## src/rtl/spi_reg_pkg.sv

```systemverilog
// Shared types and constants for the SPI register-access sequencer.
package spi_reg_pkg;

   typedef enum logic [2:0] {
      IDLE     = 3'd0,
      CMD      = 3'd1,
      WR_DATA  = 3'd2,
      RD_FETCH = 3'd3,
      RD_LOAD  = 3'd4,
      RD_DATA  = 3'd5
   } state_e;

   localparam int         CMD_RW_BIT      = 7;
   localparam logic [7:0] STATUS_BYTE_DEF = 8'h5A;

endpackage

```

## src/rtl/spi_sync_2ff.sv

```systemverilog
// Two-flop level synchroniser; resets high so a held-off chip select reads as deselected.
module spi_sync_2ff (
   input  logic clk,
   input  logic rst_n,
   input  logic d,
   output logic q
);

   logic meta_q;
   logic sync_q;

   always_ff @(posedge clk or negedge rst_n) begin
      if (!rst_n) begin
         meta_q <= 1'b1;
         sync_q <= 1'b1;
      end else begin
         meta_q <= d;
         sync_q <= meta_q;
      end
   end

   assign q = sync_q;

endmodule

```

## src/rtl/spi_reg_ctrl.sv

```systemverilog
// Command/register sequencer behind spi_slave: first byte {rw,addr}, then write or read stream.
// Define SPI_REG_AUTOINC_EN for burst addressing; otherwise the address is fixed per frame.
module spi_reg_ctrl
   import spi_reg_pkg::*;
#(
   parameter int         ADDR_W      = 7,
   parameter logic [7:0] STATUS_BYTE = STATUS_BYTE_DEF
) (
   input  logic              sys_clk,
   input  logic              sys_rst_n,
   input  logic              spi_ssel,
   input  logic              byte_rx_vld,
   input  logic [7:0]        rx_data,
   input  logic              data_needed,
   output logic [7:0]        tx_data,
   output logic [ADDR_W-1:0] reg_addr,
   output logic              reg_wr_en,
   output logic [7:0]        reg_wr_data,
   output logic              reg_rd_en,
   input  logic [7:0]        reg_rd_data,
   output logic              frame_done,
   output logic [7:0]        byte_cnt,
   output logic [2:0]        dbg_state
);

   logic              ssel_s;
   logic              ssel_prev_q;
   logic              ssel_fall;
   logic              ssel_rise;
   logic              abort;
   state_e            state_q, state_d;
   logic [ADDR_W-1:0] addr_q, addr_d;
   logic [7:0]        tx_q, tx_d;
   logic [7:0]        wr_data_q, wr_data_d;
   logic [7:0]        cnt_q, cnt_d;
   logic              wr_en_q, wr_en_d;
   logic              done_q, done_d;
   logic              pend_q, pend_d;

   spi_sync_2ff u_ssel_sync (
      .clk   (sys_clk),
      .rst_n (sys_rst_n),
      .d     (spi_ssel),
      .q     (ssel_s)
   );

   assign ssel_fall = ssel_prev_q & ~ssel_s;
   assign ssel_rise = ~ssel_prev_q & ssel_s;
   assign abort     = (state_q != IDLE) && ssel_rise;

   always_ff @(posedge sys_clk or negedge sys_rst_n) begin
      if (!sys_rst_n) state_q <= IDLE;
      else            state_q <= state_d;
   end

   always_comb begin
      state_d = state_q;
      if (abort) begin
         state_d = IDLE;
      end else begin
         case (state_q)
            IDLE:     if (ssel_fall) state_d = CMD;
            CMD:      if (byte_rx_vld) state_d = rx_data[CMD_RW_BIT] ? RD_FETCH : WR_DATA;
            WR_DATA:  state_d = WR_DATA;
            RD_FETCH: state_d = RD_LOAD;
            RD_LOAD:  state_d = RD_DATA;
            RD_DATA:  if (data_needed || pend_q) state_d = RD_FETCH;
            default:  state_d = IDLE;
         endcase
      end
   end

   // Datapath next-state; a data_needed that lands while a fetch is in flight is parked in pend.
   always_comb begin
      addr_d    = addr_q;
      tx_d      = tx_q;
      wr_data_d = wr_data_q;
      cnt_d     = cnt_q;
      wr_en_d   = 1'b0;
      done_d    = 1'b0;
      pend_d    = pend_q;
      if (abort) begin
         tx_d   = STATUS_BYTE;
         done_d = (cnt_q != 8'd0);
         pend_d = 1'b0;
      end else begin
         if ((state_q != IDLE) && byte_rx_vld && (cnt_q != 8'hFF)) cnt_d = cnt_q + 8'd1;
`ifdef SPI_REG_AUTOINC_EN
         if (wr_en_q) addr_d = addr_q + ADDR_W'(1);
`endif
         case (state_q)
            IDLE: begin
               if (ssel_fall) begin
                  cnt_d  = 8'd0;
                  tx_d   = STATUS_BYTE;
                  pend_d = 1'b0;
               end
            end
            CMD: begin
               if (byte_rx_vld) begin
                  addr_d = rx_data[ADDR_W-1:0];
                  pend_d = data_needed;
               end
            end
            WR_DATA: begin
               if (byte_rx_vld) begin
                  wr_en_d   = 1'b1;
                  wr_data_d = rx_data;
               end
            end
            RD_FETCH: begin
               if (data_needed) pend_d = 1'b1;
            end
            RD_LOAD: begin
               tx_d = reg_rd_data;
               if (data_needed) pend_d = 1'b1;
            end
            RD_DATA: begin
               if (data_needed || pend_q) begin
                  pend_d = 1'b0;
`ifdef SPI_REG_AUTOINC_EN
                  addr_d = addr_q + ADDR_W'(1);
`endif
               end
            end
            default: pend_d = 1'b0;
         endcase
      end
   end

   always_ff @(posedge sys_clk or negedge sys_rst_n) begin
      if (!sys_rst_n) begin
         ssel_prev_q <= 1'b1;
         addr_q      <= '0;
         tx_q        <= STATUS_BYTE;
         wr_data_q   <= 8'd0;
         cnt_q       <= 8'd0;
         wr_en_q     <= 1'b0;
         done_q      <= 1'b0;
         pend_q      <= 1'b0;
      end else begin
         ssel_prev_q <= ssel_s;
         addr_q      <= addr_d;
         tx_q        <= tx_d;
         wr_data_q   <= wr_data_d;
         cnt_q       <= cnt_d;
         wr_en_q     <= wr_en_d;
         done_q      <= done_d;
         pend_q      <= pend_d;
      end
   end

   always_comb begin
      reg_rd_en   = (state_q == RD_FETCH) && !ssel_rise;
      tx_data     = tx_q;
      reg_addr    = addr_q;
      reg_wr_en   = wr_en_q;
      reg_wr_data = wr_data_q;
      frame_done  = done_q;
      byte_cnt    = cnt_q;
      dbg_state   = state_q;
   end

endmodule
```

## config.mk

```make
export PLATFORM = sky130hd
export DESIGN_NAME = spi_reg_ctrl
export DESIGN_NICKNAME = d
export VERILOG_FILES = /design/src/rtl/spi_reg_pkg.sv /design/src/rtl/spi_sync_2ff.sv /design/src/rtl/spi_reg_ctrl.sv
export SDC_FILE = /design/constraint.sdc
export NUM_CORES = 1
export LEC_CHECK = 0
export BUFFER_PORTS_ARGS = -buffer_cell sky130_fd_sc_hd__buf_2
export CELL_PAD_IN_SITES_DETAIL_PLACEMENT = 0
export CELL_PAD_IN_SITES_GLOBAL_PLACEMENT = 2
export CORE_ASPECT_RATIO = 0.7
export CORE_MARGIN = 5
export CORE_UTILIZATION = 34
export DETAILED_ROUTE_END_ITERATION = 10
export GPL_TIMING_DRIVEN = 0
export PLACE_DENSITY_LB_ADDON = 0.1
export SLEW_MARGIN = 40
export SYNTH_ARGS = -nofsm -noshare
export SYNTH_HDL_FRONTEND = slang
export SYNTH_SLANG_ARGS = --single-unit
```

## constraint.sdc

```tcl
create_clock -name sys_clk -period 2.3 [get_ports sys_clk]
set_input_delay 0.23 -clock sys_clk [delete_from_list [all_inputs] [get_ports sys_clk]]
set_output_delay 0.23 -clock sys_clk [all_outputs]
set_load 0.01 [all_outputs]
```

==> results.cfg <==
[status]
status = finished clean

[drt]
routed_wl_mm = 4.22
drt-wirelength-per-cell_um = 14.7
drtIter0Drc = 55
drc = 0
ant_nets = 0
via_per_inst = 4.95
vias = 1417
dr.pass1.iters = 4

[clock_network]
cts_sinks = 40
root_buffer = clkbuf_8
cts.clk_slew.worst_paths_ns = 0.08
htreeDepth = 2
post_cts.repair.setup_buffers = 0
cts_made_buffers = 5
cts_buffer_depth = 2
insertion_delay_ns = 0.28
tritoncts = built

[sta]
worst_slew_pin_slew_ns = 0.590
setup_tns_ns = 0
hold_violations = 0
skew_ns = 0.00654
setup_viol_count_final = 0
fin_crit_sh_pct = 77.8
fmax_ghz = 0.559
fin_crit_ns = 1.79
slew_headroom_pct = 60.3
maxSlewViolCount = 0
rsz0062_at_grt = false

[yosys]
ys.flop_type = dfrtp_1
yosysWarnings = 0
ys_async_sr_fraction_pct = 100
yosysSeqAreaShare_pct = 56.9
synth_nets = 172
netlist_instances = 149
netlist_top_cells_area = dfrtp_1 (47%), dfstp_2 (10%), mux2_2 (9.5%)
synthesis.area_um2 = 1780
synth_area_leader_cell = dfrtp_1
syn_area_per_cell_um2 = 11.9
synth-seq-cells = 40
synth_edf_count = 0
synth_cell_type_count = 39
netlist.area_leader.share_pct = 46.5

[run]
drv_cap = 0

[die]
num_rows = 22
die_x_um = 96.4
ios = 58
coreArea_um2 = 5150
die_area_um2 = 6790
die_h_um = 70.5
initial_core_util_pct = 34.5

[hold_path]
worstHoldPathType = in -> reg
whs_endpoint = u_ssel_sync.meta_q
whs_path_depth = 1
min-delay-start = spi_ssel

[place]
hpwlAfterDp_mm = 3.14
globalplace.congestion = 0.754
place_inst = 277
port_buffers = 56

[setup_path]
worstPathArrival_ns = 1.97
start_kind = flop
path_max_fanout = 7
worstReg2RegEnd = reg_addr[2]
crit_type = reg -> reg
cp.required_ns = 2.48
worstRegToRegCells = 4
r2r_setup_slack_ns = 0.51
reg2reg_from = u_ssel_sync.q
end_kind = flop

[finish]
layout-drive-gt1-share_pct = 44.9
diodes = 0
fin_nets = 236
finalNonFillerCells = 286
syn_to_final_growth_pct = 27.1

[power]
ir_drop_uv = 524
p_leak_nw = 1.05
p_per_area_nw_per_um2 = 1210

[global_routing]
grt_pass1_wl_mm = 7.02
grt_max_degree = 41
antenna_found_initial = 0
grt_use_total_pct = 13.1
grt_pass1_vias = 1457
grt_overflow_total = 0
-- state kept, by name, indices dropped and copies added (netlist names) --
register            flops
byte_cnt                8
pend_q                  1
frame_done              1
tx_data                 8
reg_addr                7
u_ssel_sync.q           1
reg_wr_en               1
ssel_prev_q             1
reg_wr_data             8
u_ssel_sync.meta_q      1
dbg_state               3
-- cells in the mapped netlist, types with 2 or more instances --
master	count
dfrtp_1	33
mux2_2	15
nand2_1	9
nor2_1	8
o21ai_0	8
dfstp_2	7
a21oi_1	6
inv_1	6
nand3_1	5
a22o_1	4
buf_2	4
o22a_1	4
nor3_1	3
or3_1	3
a211oi_1	2
and2_1	2
ha_1	2
mux2i_1	2
nand3b_1	2
nor2b_1	2
nor4_1	2
o31ai_1	2
or4_1	2
-- through the flow --
stage	setup slack, ns	cell area (um2)	total power, W	util (%)	hold WS [ns]
floorplan	0.744	1780	0.00182	-	-0.0656
global placement	0.525	2150	0.00225	41.7	0.339
detailed placement	0.526	2150	0.00226	41.7	0.245
CTS	0.521	2260	0.00277	43.8	0.0315
global route	0.335	2260	0.00293	43.8	0.0228
finish	0.510	2260	0.00273	43.8	0.0443
-- cells in the final DEF, fill, tap and decap left out, types with 2 or more instances in the layout --
cell and instances:
nor2b_1 2, nand3_1 5, ha_1 2, or4_1 2
and2_1 2, o31ai_1 2, a22o_1 4, a211oi_1 2
a21oi_1 6, nand3b_1 2, dfrtp_1 33, clkinvlp_4 2
nor3_1 3, dfstp_2 7, buf_2 59, mux2_2 15
nand2_1 9, o21ai_0 8, mux2i_1 2, nor4_1 2
or3_1 3, o22a_1 4, clkbuf_8 6, nor2_1 8
inv_1 6
-- worst max-delay path by stage --
stage / cells after the start / endpoint / slack [ns] / from
3_3_place_gp: 4 / tx_data[7] / 0.53 / u_ssel_sync.q
5_1_grt: 4 / tx_data[5] / 0.33 / u_ssel_sync.q
4_1_cts: 4 / reg_addr[2] / 0.52 / u_ssel_sync.q
6_report: 4 / reg_addr[2] / 0.51 / u_ssel_sync.q
3_5_place_dp: 4 / reg_addr[2] / 0.53 / u_ssel_sync.q
2_1_floorplan: 5 / byte_cnt[7] / 0.74 / byte_cnt[0]
-- what timing repair did --
item,4_1_cts,5_1_grt
hold buffers,1,0
resized for setup,0,0
endpoints found under the hold margin,33,0
-- kinds of logic (layout without fill, tap and decap cells) --
logic type | count (synthesis) | after routing | synth area share [%]
flip-flops | 40 | 40 | 56.9
XOR/XNOR | 1 | 1 | 0.493
buffers and inverters | 12 | 77 | 3.24
adder cells (fa/ha/maj) | 2 | 2 | 1.41
AO/OA/AOI/OAI | 33 | 33 | 13.4
multiplexers | 17 | 17 | 10.6
AND/OR/NAND/NOR | 44 | 44 | 14.0
-- critical path: stages, from the launching register on --
cell     delay, ns
dfstp_2       0.56
nor2b_1       0.41
nor2_1        0.12
nand3_2       0.22
mux2_2        0.36
-- routing by layer --
metal	GRT usage [%]	up-vias	wire length (um)
met2	18.9	31	1820
met1	18.7	710	2110
met3	4.95	2	260
li1	-	674	-
met4	2.80	0	19
met5	0	-	0
-- layout make-up --
type                            instances  area, um2
Fill cell                             521       2890
Timing Repair Buffer                   57        293
Inverter                                6       22.5
Buffer                                  6       35.0
Clock inverter                          2       15.0
Clock buffer                            6       82.6
Sequential cell                        40       1010
Multi-Input combinational cell         97        708
Tap cell                               72       90.1
-- where the power goes --
group	switching (W)	internal, W	total, W
Clock	0.000246	0.000243	0.000488
Combinational	0.000576	0.000509	0.00108
Sequential	0.000170	0.000984	0.00115
No activity file was read; power rests on OpenSTA's default activity.
